[src/rtl/fetch_unit_pkg.sv]
// Shared types and constants for the instruction fetch stage.
package fetch_unit_pkg;

    localparam int          INSTR_W_DEF = 32;
    localparam logic [31:0] NOP_INSTR   = 32'h0000_0013;

    typedef enum logic [1:0] {
        ISSUE = 2'd0,
        WAIT  = 2'd1,
        HOLD  = 2'd2,
        DRAIN = 2'd3
    } fetch_state_e;

endpackage

[src/rtl/fetch_unit_hold_buf.sv]
// One-entry skid register that keeps a fetched {pc, instr} while decode is stalled.
module fetch_hold_buf
    import fetch_unit_pkg::*;
#(
    parameter int PC_W    = 64,
    parameter int INSTR_W = INSTR_W_DEF
) (
    input  logic               clk,
    input  logic               arst_n,
    input  logic               i_load,
    input  logic               i_clear,
    input  logic               i_pop,
    input  logic [PC_W-1:0]    i_pc,
    input  logic [INSTR_W-1:0] i_instr,
    output logic               o_full,
    output logic [PC_W-1:0]    o_pc,
    output logic [INSTR_W-1:0] o_instr
);

    logic               r_full;
    logic [PC_W-1:0]    r_pc;
    logic [INSTR_W-1:0] r_instr;

    always_ff @(posedge clk or negedge arst_n) begin
        if (!arst_n) begin
            r_full  <= 1'b0;
            r_pc    <= '0;
            r_instr <= INSTR_W'(NOP_INSTR);
        end else if (i_clear || i_pop) begin
            r_full <= 1'b0;
        end else if (i_load) begin
            r_full  <= 1'b1;
            r_pc    <= i_pc;
            r_instr <= i_instr;
        end
    end

    assign o_full  = r_full;
    assign o_pc    = r_pc;
    assign o_instr = r_instr;

endmodule

[src/rtl/fetch_unit.sv]
// PC register, one-outstanding imem handshake and IF/ID register for the 5-stage core.
// Define FETCH_PERF_CNT_EN to add saturating stall/flush performance counters.
module fetch_unit
    import fetch_unit_pkg::*;
#(
    parameter int              PC_W     = 64,
    parameter int              INSTR_W  = INSTR_W_DEF,
    parameter logic [PC_W-1:0] RESET_PC = '0
) (
    input  logic               clk,
    input  logic               arst_n,
    input  logic               PC_write,
    input  logic               IF_ID_write,
    input  logic               branch_taken,
    input  logic [PC_W-1:0]    branch_target,
    output logic               imem_req,
    output logic [PC_W-1:0]    imem_addr,
    input  logic               imem_rvalid,
    input  logic [INSTR_W-1:0] imem_rdata,
    output logic [PC_W-1:0]    IF_ID_pc,
    output logic [INSTR_W-1:0] IF_ID_instr,
    output logic               IF_ID_valid,
    output logic               fetch_starve
`ifdef FETCH_PERF_CNT_EN
    ,
    output logic [31:0]        perf_stall_cycles,
    output logic [31:0]        perf_flush_count
`endif
);

    fetch_state_e       r_state, w_state_nxt;
    logic [PC_W-1:0]    r_pc, w_pc_nxt;
    logic               r_live;
    logic [PC_W-1:0]    r_ifid_pc;
    logic [INSTR_W-1:0] r_ifid_instr;
    logic               r_ifid_valid, r_starve;

    logic               w_advance, w_issue, w_have_instr;
    logic               w_buf_load, w_buf_clear, w_buf_pop, w_buf_full;
    logic [PC_W-1:0]    w_new_pc, w_buf_pc;
    logic [INSTR_W-1:0] w_new_instr, w_buf_instr;

    assign w_advance = PC_write && IF_ID_write;
    // No request while reset is asserted or on the very first edge after it.
    assign w_issue   = (r_state == ISSUE) && r_live;

    fetch_hold_buf #(.PC_W(PC_W), .INSTR_W(INSTR_W)) u_hold (
        .clk     (clk),
        .arst_n  (arst_n),
        .i_load  (w_buf_load),
        .i_clear (w_buf_clear),
        .i_pop   (w_buf_pop),
        .i_pc    (r_pc),
        .i_instr (imem_rdata),
        .o_full  (w_buf_full),
        .o_pc    (w_buf_pc),
        .o_instr (w_buf_instr)
    );

    always_ff @(posedge clk or negedge arst_n) begin
        if (!arst_n) begin
            r_state <= ISSUE;
            r_pc    <= RESET_PC;
            r_live  <= 1'b0;
        end else begin
            r_state <= w_state_nxt;
            r_pc    <= w_pc_nxt;
            r_live  <= 1'b1;
        end
    end

    always_comb begin
        w_state_nxt  = r_state;
        w_pc_nxt     = r_pc;
        w_buf_load   = 1'b0;
        w_buf_clear  = 1'b0;
        w_buf_pop    = 1'b0;
        w_have_instr = 1'b0;
        w_new_pc     = r_pc;
        w_new_instr  = imem_rdata;
        case (r_state)
            ISSUE: begin
                if (branch_taken) w_pc_nxt = branch_target;
                // A request issued alongside a redirect is stale and must be drained.
                if (w_issue) w_state_nxt = branch_taken ? DRAIN : WAIT;
            end
            WAIT: begin
                if (imem_rvalid) begin
                    w_state_nxt = ISSUE;
                    if (branch_taken) begin
                        w_pc_nxt = branch_target;
                    end else if (w_advance) begin
                        w_have_instr = 1'b1;
                        w_pc_nxt     = r_pc + PC_W'(4);
                    end else begin
                        w_buf_load  = 1'b1;
                        w_state_nxt = HOLD;
                    end
                end else if (branch_taken) begin
                    w_pc_nxt    = branch_target;
                    w_state_nxt = DRAIN;
                end
            end
            HOLD: begin
                if (branch_taken) begin
                    w_buf_clear = 1'b1;
                    w_pc_nxt    = branch_target;
                    w_state_nxt = ISSUE;
                end else if (w_advance && w_buf_full) begin
                    w_have_instr = 1'b1;
                    w_new_pc     = w_buf_pc;
                    w_new_instr  = w_buf_instr;
                    w_buf_pop    = 1'b1;
                    w_pc_nxt     = r_pc + PC_W'(4);
                    w_state_nxt  = ISSUE;
                end
            end
            DRAIN: begin
                if (branch_taken) w_pc_nxt = branch_target;
                if (imem_rvalid)  w_state_nxt = ISSUE;
            end
            default: w_state_nxt = ISSUE;
        endcase
    end

    // Flush beats load, load beats bubble, bubble beats hold.
    always_ff @(posedge clk or negedge arst_n) begin
        if (!arst_n) begin
            r_ifid_pc    <= '0;
            r_ifid_instr <= INSTR_W'(NOP_INSTR);
            r_ifid_valid <= 1'b0;
            r_starve     <= 1'b0;
        end else begin
            r_starve <= 1'b0;
            if (branch_taken) begin
                r_ifid_instr <= INSTR_W'(NOP_INSTR);
                r_ifid_valid <= 1'b0;
            end else if (IF_ID_write) begin
                if (w_have_instr) begin
                    r_ifid_pc    <= w_new_pc;
                    r_ifid_instr <= w_new_instr;
                    r_ifid_valid <= 1'b1;
                end else begin
                    r_ifid_instr <= INSTR_W'(NOP_INSTR);
                    r_ifid_valid <= 1'b0;
                    r_starve     <= 1'b1;
                end
            end
        end
    end

`ifdef FETCH_PERF_CNT_EN
    logic [31:0] r_perf_stall, r_perf_flush;

    always_ff @(posedge clk or negedge arst_n) begin
        if (!arst_n) begin
            r_perf_stall <= '0;
            r_perf_flush <= '0;
        end else begin
            if (!w_advance && r_ifid_valid && (r_perf_stall != '1))
                r_perf_stall <= r_perf_stall + 32'd1;
            if (branch_taken && (r_perf_flush != '1))
                r_perf_flush <= r_perf_flush + 32'd1;
        end
    end

    assign perf_stall_cycles = r_perf_stall;
    assign perf_flush_count  = r_perf_flush;
`endif

    assign imem_req     = w_issue;
    assign imem_addr    = r_pc;
    assign IF_ID_pc     = r_ifid_pc;
    assign IF_ID_instr  = r_ifid_instr;
    assign IF_ID_valid  = r_ifid_valid;
    assign fetch_starve = r_starve;

endmodule

[config.mk]
export PLATFORM = sky130hd
export DESIGN_NAME = fetch_unit
export DESIGN_NICKNAME = d
export VERILOG_FILES = /design/src/rtl/fetch_unit_pkg.sv /design/src/rtl/fetch_unit_hold_buf.sv /design/src/rtl/fetch_unit.sv
export SDC_FILE = /design/constraint.sdc
export NUM_CORES = 1
export LEC_CHECK = 0
export ABC_AREA = 1
export CORE_AREA = 4 4 192 194
export CTS_CLUSTER_SIZE = 24
export DETAILED_ROUTE_END_ITERATION = 6
export DIE_AREA = 0 0 196 198
export MAX_ROUTING_LAYER = met4
export PLACE_DENSITY = 0.71
export SYNTH_ARGS = -nofsm -noshare
export SYNTH_HDL_FRONTEND = slang
export SYNTH_SLANG_ARGS = --single-unit
export TNS_END_PERCENT = 50
[constraint.sdc]
create_clock -name clk -period 2.7 [get_ports clk]
set_clock_uncertainty 0.15 [all_clocks]
set_input_delay 0.405 -clock clk [delete_from_list [all_inputs] [get_ports clk]]
set_output_delay 0.405 -clock clk [all_outputs]
set_load 0.05 [all_outputs]
==> results of run 1 <==
-- logic make-up (layout without fill, tap and decap cells) --
logic type      count (synthesis)  in the layout  share of synthesized area
buf+inv                       248            498                     0.0721
compound gates                505            505                      0.194
xor+xnor                        1              1                   0.000627
flops                         262            262                      0.470
simple gates                  842            842                      0.258
other cells                     1              1                   0.000268
fa+ha+maj                       6              6                    0.00537
-- per-stage QoR --
stage               instances  hold slack [ns]  utilization
floorplan                1865          -0.0406            -
global placement         2523            0.292        0.487
detailed placement       2523            0.303        0.487
CTS                      2573           0.0190        0.513
global route             2576           0.0544        0.514
finish                   2576           0.0472        0.514
-- final cells by class --
class,count,share of cell area
clock buffer,44,0.0470
clock inverter,5,0.00276
inverter,142,0.0294
multi-input combinational,1355,0.355
sequential,262,0.362
tap,461,0.0318
timing repair buffer,307,0.171
-- layout by cell type, fill, tap and decap left out, drive strengths merged, types with 2 or more instances in the layout --
| master | instances |
|---|---|
| nor3 | 10 |
| clkdlybuf4s50 | 261 |
| and2 | 3 |
| nor2 | 177 |
| clkbuf | 44 |
| a32o | 6 |
| o22ai | 3 |
| nand2 | 534 |
| a22oi | 8 |
| o21ai | 345 |
| nor4 | 4 |
| nand3 | 89 |
| nor3b | 2 |
| or2 | 4 |
| o31ai | 9 |
| buf | 45 |
| dfstp | 6 |
| clkinv | 4 |
| a21oi | 109 |
| nand4 | 18 |
| dfrtp | 256 |
| o221ai | 2 |
| ha | 6 |
| a31o | 5 |
| a22o | 11 |
| inv | 142 |
| o21bai | 2 |
-- registers in the layout, indices dropped and copies added, names as in the netlist --
register and flops:
IF_ID_pc 64, imem_addr 64, u_hold.o_pc 64, IF_ID_instr 32, u_hold.o_instr 32, r_state 2
IF_ID_valid 1, fetch_starve 1, r_live 1, u_hold.o_full 1
-- repair_timing --
item                       in CTS  in global routing
hold buffers                    1                  0
hold endpoints to repair       66                  0
setup endpoints to repair       0                  1
buffers inserted                0                  3
-- worst max path at each step --
stage,start,to,slack [ns]
5_1_grt,imem_addr[28],imem_addr[28],0.11
3_3_place_gp,IF_ID_write,IF_ID_pc[13],0.15
6_report,imem_addr[18],imem_addr[18],0.15
4_1_cts,imem_addr[21],imem_addr[21],0.12
3_5_place_dp,IF_ID_write,IF_ID_pc[13],0.05
2_1_floorplan,imem_addr[2],imem_addr[32],0.53
-- per-layer routing --
layer	vias to the layer above	GRT usage
met2	585	0.370
met1	6520	0.333
li1	6604	-
met3	81	0.0332
met5	-	-
met4	0	0.0716
-- report_power, final --
group          leakage (nW)  switching [W]  internal [W]
sequential             3.38        0.00143       0.00543
combinational          4.46        0.00724       0.00345
clock                 0.447        0.00157       0.00224
total                  8.28         0.0102        0.0111
==> results.ini, run 1 <==
[worst_setup_path]
start_kind=register
crit_fanout=7
worstPathCellList=clkdlybuf4s50_1
crit_type=register to primary output
r2r-end=imem_addr[21]
cp_data_arrival_time_ns=2.00
max_stage_delay_ns=0.89
cpLargestDelayFamily=buffers and inverters
cp.buffers_inverters=1
reg2reg_from=r_state[1]
critPathRequiredTime_ns=2.14
critPathSlowestCell=clkdlybuf4s50_1
reg2reg_setup_slack_ns=0.28
reg2regPathDepth=11
endpoint_kind=primary output
cp_num_cells=1

[synth]
synthTopCellsByCount=nand2_1, o21ai_0, dfrtp_1
synth-edff-count=0
postSynthAreaPerCell_um2=7.49
syn_nets=1973
synthFlopType=dfrtp_1
yosys-top-cells-area=dfrtp_1, nand2_1, o21ai_0
synthesis.area_mm2=0.0140
synth_top_cell_by_area=dfrtp_1
ys_seq_area_frac=0.470
yosysWarnings=0
synthCells=1865
ys_ff_latch=262
async_flop_share=1.00
yosys.area.top_type_share=0.458
yosysMostFrequentCell=nand2_1
synth_cell_types=47

[place]
placed_area_mm2=0.0172
place_worst_setup_slack_ns=0.0498
dp_hpwl_um=34000
globalplace.congestion=0.968
portBuffers=264

[route]
firstDrtPassIters=6
vias_per_cell=5.35
drc=0
drt-total-wl_um=46700
via_count=13800
wl_met2_um=21100
wl_per_cell_um=18.1
m1WireLength_um=20800
first_iter_violations=1218
dr_wl_met3_um=3380
ant_nets=0
top_layer=met4

[die]
core-area_mm2=0.0352
die_x_um=196
initial_core_util=0.397
rows=69
ios=265
die_h_um=198
dieArea_mm2=0.0388

[timing]
setup_slack_ns=0.146
setup_viol=0
max-slew-margin-rel=0.531
tightest_slew_ns=0.704
fmax_ghz=0.391
finalMaxSlewViolations=0
fin_crit_ns=2.55
fin_tns_setup_ns=0
rsz0062_at_grt=false
finalHoldViolCount=0
period_share=0.946

[clocking]
cts_tree=yes
cts-root-buf=clkbuf_16
cts_buffer_depth=3
cts.sinks=262
clk_pin_slew_worst_paths_ns=0.06
ctsResizeCount=0
clk_latency_ns=0.54
numCtsBuffers=28
h-tree-depth=1

[min_path]
hp-start=branch_taken
hold_path_class=input port to register
hold_end=fetch_starve
hold_depth=2

[global_route]
grt_max_degree=194
grt_pass1_wl_um=73300
grt.total_usage=0.240
grt_pass1_vias=13100
antenna_found_initial=0
grt_overflow=0

[outcome]
outcome=finished clean

[layout]
multi_input_area_mm2=0.00643
area_delta_synth_final_pct=29.6
drive_gt1_frac=0.0757
final_nets=2204
seqCellArea_mm2=0.00656
diodes=0
design_area_mm2=0.0181
nFillCells=3438

[job]
drv_cap=0

[power]
power_leakage_nw=8.28
ir_worst_vdd_mv=0.805
p_total_w=0.0214
p_per_area_mw_per_mm2=1180

No activity file was read; power rests on OpenSTA's default activity.
==> run 2: changes to the inputs <==
==> constraint.sdc (replaced) <==
create_clock -name clk -period 3.25 [get_ports clk]
set_clock_uncertainty 0.15 [all_clocks]
set_input_delay 0.4875 -clock clk [delete_from_list [all_inputs] [get_ports clk]]
set_output_delay 0.4875 -clock clk [all_outputs]
set_load 0.05 [all_outputs]
==> run 2 against run 1 <==
Net effect: register-to-register slack improved by 0.39 ns; first-iteration DRC count grew 3.8%; core utilization fell by 0.22 points; highest routed layer unchanged; critical path depth up 4; count of clock-buffer cells in the layout down 6; die area unchanged; flip-flop and latch count unchanged; critical endpoint is now imem_req; sequential share of layout area rose by 0.16 points.
==> results.ini, run 2 (synthesized netlist as in run 1, its figures left out) <==
[outcome]
outcome=finished clean

[power]
p_switching_w=0.00852
p_seq_frac=0.320
p_sw_frac=0.479
power_leakage_nw=8.22
p_per_area_mw_per_mm2=986
p_int_w=0.00927
clkPwrFrac=0.192
ir_worst_vdd_mv=0.681
pwr-share-comb=0.488

[layout]
drive_gt1_frac=0.0696
mostFrequentLayoutCell=nand2_1
final_nets=2186
area_delta_synth_final_pct=29.1
design_area_mm2=0.0180
most-common-layout-cells=nand2_1, o21ai_0, clkdlybuf4s50_1
final_util=0.512

[global_route]
antenna_found_initial=1
grt_pass1_wl_um=72900
grt_pass1_vias=13100
grt_overflow=0
grt.total_usage=0.239
grt_max_degree=194

[worst_setup_path]
endpoint_kind=primary output
crit_fanout=4
cpLargestDelayFamily=buffers and inverters
critPathRequiredTime_ns=2.61
reg2reg_from=r_state[1]
max_stage_delay_ns=0.82
cp_data_arrival_time_ns=2.21
reg2regPathDepth=11
start_kind=register
worstPathCellList=inv_1, ha_1, nand2_1, inv_1, clkdlybuf4s50_1
reg2reg_setup_slack_ns=0.67
crit_type=register to primary output
critPathSlowestCell=clkdlybuf4s50_1
r2r-end=imem_addr[21]
cp_common_cell=inv_1
cp.buffers_inverters=3

[clocking]
cts_tree=yes
clk_latency_ns=0.56
h-tree-depth=1
clk_pin_slew_worst_paths_ns=0.06
cts-root-buf=clkbuf_16
cts.sinks=262
numCtsBuffers=29
cts_buffer_depth=3

[timing]
tightest_slew_ns=0.699
period_share=0.876
max-slew-margin-rel=0.534
fmax_ghz=0.351
finalHoldViolCount=0
fin_tns_setup_ns=0
rsz0062_at_grt=false
holdWs_ns=0.188
setup_viol=0
fin_crit_ns=2.85
finalMaxSlewViolations=0

[die]
rows=69
ios=265
initial_core_util=0.397
die_x_um=196
dieArea_mm2=0.0388
core-area_mm2=0.0352
die_h_um=198

[route]
firstDrtPassIters=6
via_count=13700
wl_per_cell_um=18.2
ant_nets=0
first_iter_violations=1264
vias_per_cell=5.37
drc=0
drt-total-wl_um=46500

[place]
dp_hpwl_um=33200
placed_area_mm2=0.0171
portBuffers=264
globalplace.congestion=0.931

[min_path]
hp-start=branch_taken
hold_end=fetch_starve
hold_path_class=input port to register
hold_depth=2

[job]
drv_cap=0

==> run 2: changes by cell type in the layout (fill, tap and decap cells not counted) <==
cell | before | now
buf_4 | 33 | 14
clkbuf_8 | 7 | 4
clkinv_2 | 4 | 9
clkdlybuf4s50_1 | 261 | 262
bufinv_16 | 1 | 4
buf_12 | 11 | 10
inv_6 | 0 | 1
diode_2 | 0 | 1
clkbuf_1 | 8 | 5
==> run 2: repair_timing <==
action,in CTS,in global routing
buffers inserted,0,0
hold buffers,1,0
endpoints found under the hold margin,65,0
gates resized for setup,0,0
==> run 2: power by group through the flow <==
stage	Combinational [W]	Clock, W	Sequential (W)
floorplan	0.00338	0	0.00778
global placement	0.00850	0	0.00568
detailed placement	0.00865	0	0.00572
CTS	0.00869	0.00348	0.00568
global route	0.00941	0.00361	0.00587
finish	0.00868	0.00341	0.00570
==> run 2: worst max-delay path by stage <==
stage	to	depth (start not counted)	slack, ns	startpoint
after CTS	imem_req	5	0.38	r_state[0]
after floorplan	imem_addr[32]	10	1.08	imem_addr[2]
final	imem_req	5	0.40	r_state[0]
after detailed placement	IF_ID_instr[16]	10	0.40	IF_ID_write
after global routing	imem_req	5	0.29	r_state[0]
after global placement	IF_ID_instr[19]	10	0.46	IF_ID_write
==> run 2: routing by layer <==
| metal | GRT usage | up-vias | routed length [um] | part of all wire |
|---|---|---|---|---|
| met5 | - | - | 0 | 0 |
| met4 | 0.0835 | 0 | 1670 | 0.036 |
| met3 | 0.0286 | 85 | 3320 | 0.071 |
| met2 | 0.366 | 595 | 21000 | 0.45 |
| met1 | 0.331 | 6493 | 20500 | 0.44 |
| li1 | - | 6575 | - | - |
==> run 2: worst register-to-register path: cells and delay by family (launching register included) <==
family | cells | cell delay, ns
buf+inv | 3 | 0.75
simple gates | 4 | 0.48
flops | 1 | 0.40
fa+ha+maj | 1 | 0.39
compound gates | 3 | 0.35
==> run 2: layout make-up <==
cell class | instances | area, um^2
flip-flops and latches | 262 | 6560
inverters | 142 | 533
well taps | 461 | 577
fillers | 3390 | 17200
repair buffers | 288 | 2950
clock buffers | 38 | 800
diodes | 1 | 2.50
multi-input cells | 1355 | 6430
clock inverters | 14 | 174
==> run 2: per-stage QoR <==
stage	power, W	setup WS (ns)	instances
floorplan	0.0112	1.08	1865
global placement	0.0142	0.456	2507
detailed placement	0.0144	0.397	2507
CTS	0.0178	0.377	2560
global route	0.0189	0.286	2561
finish	0.0178	0.403	2561
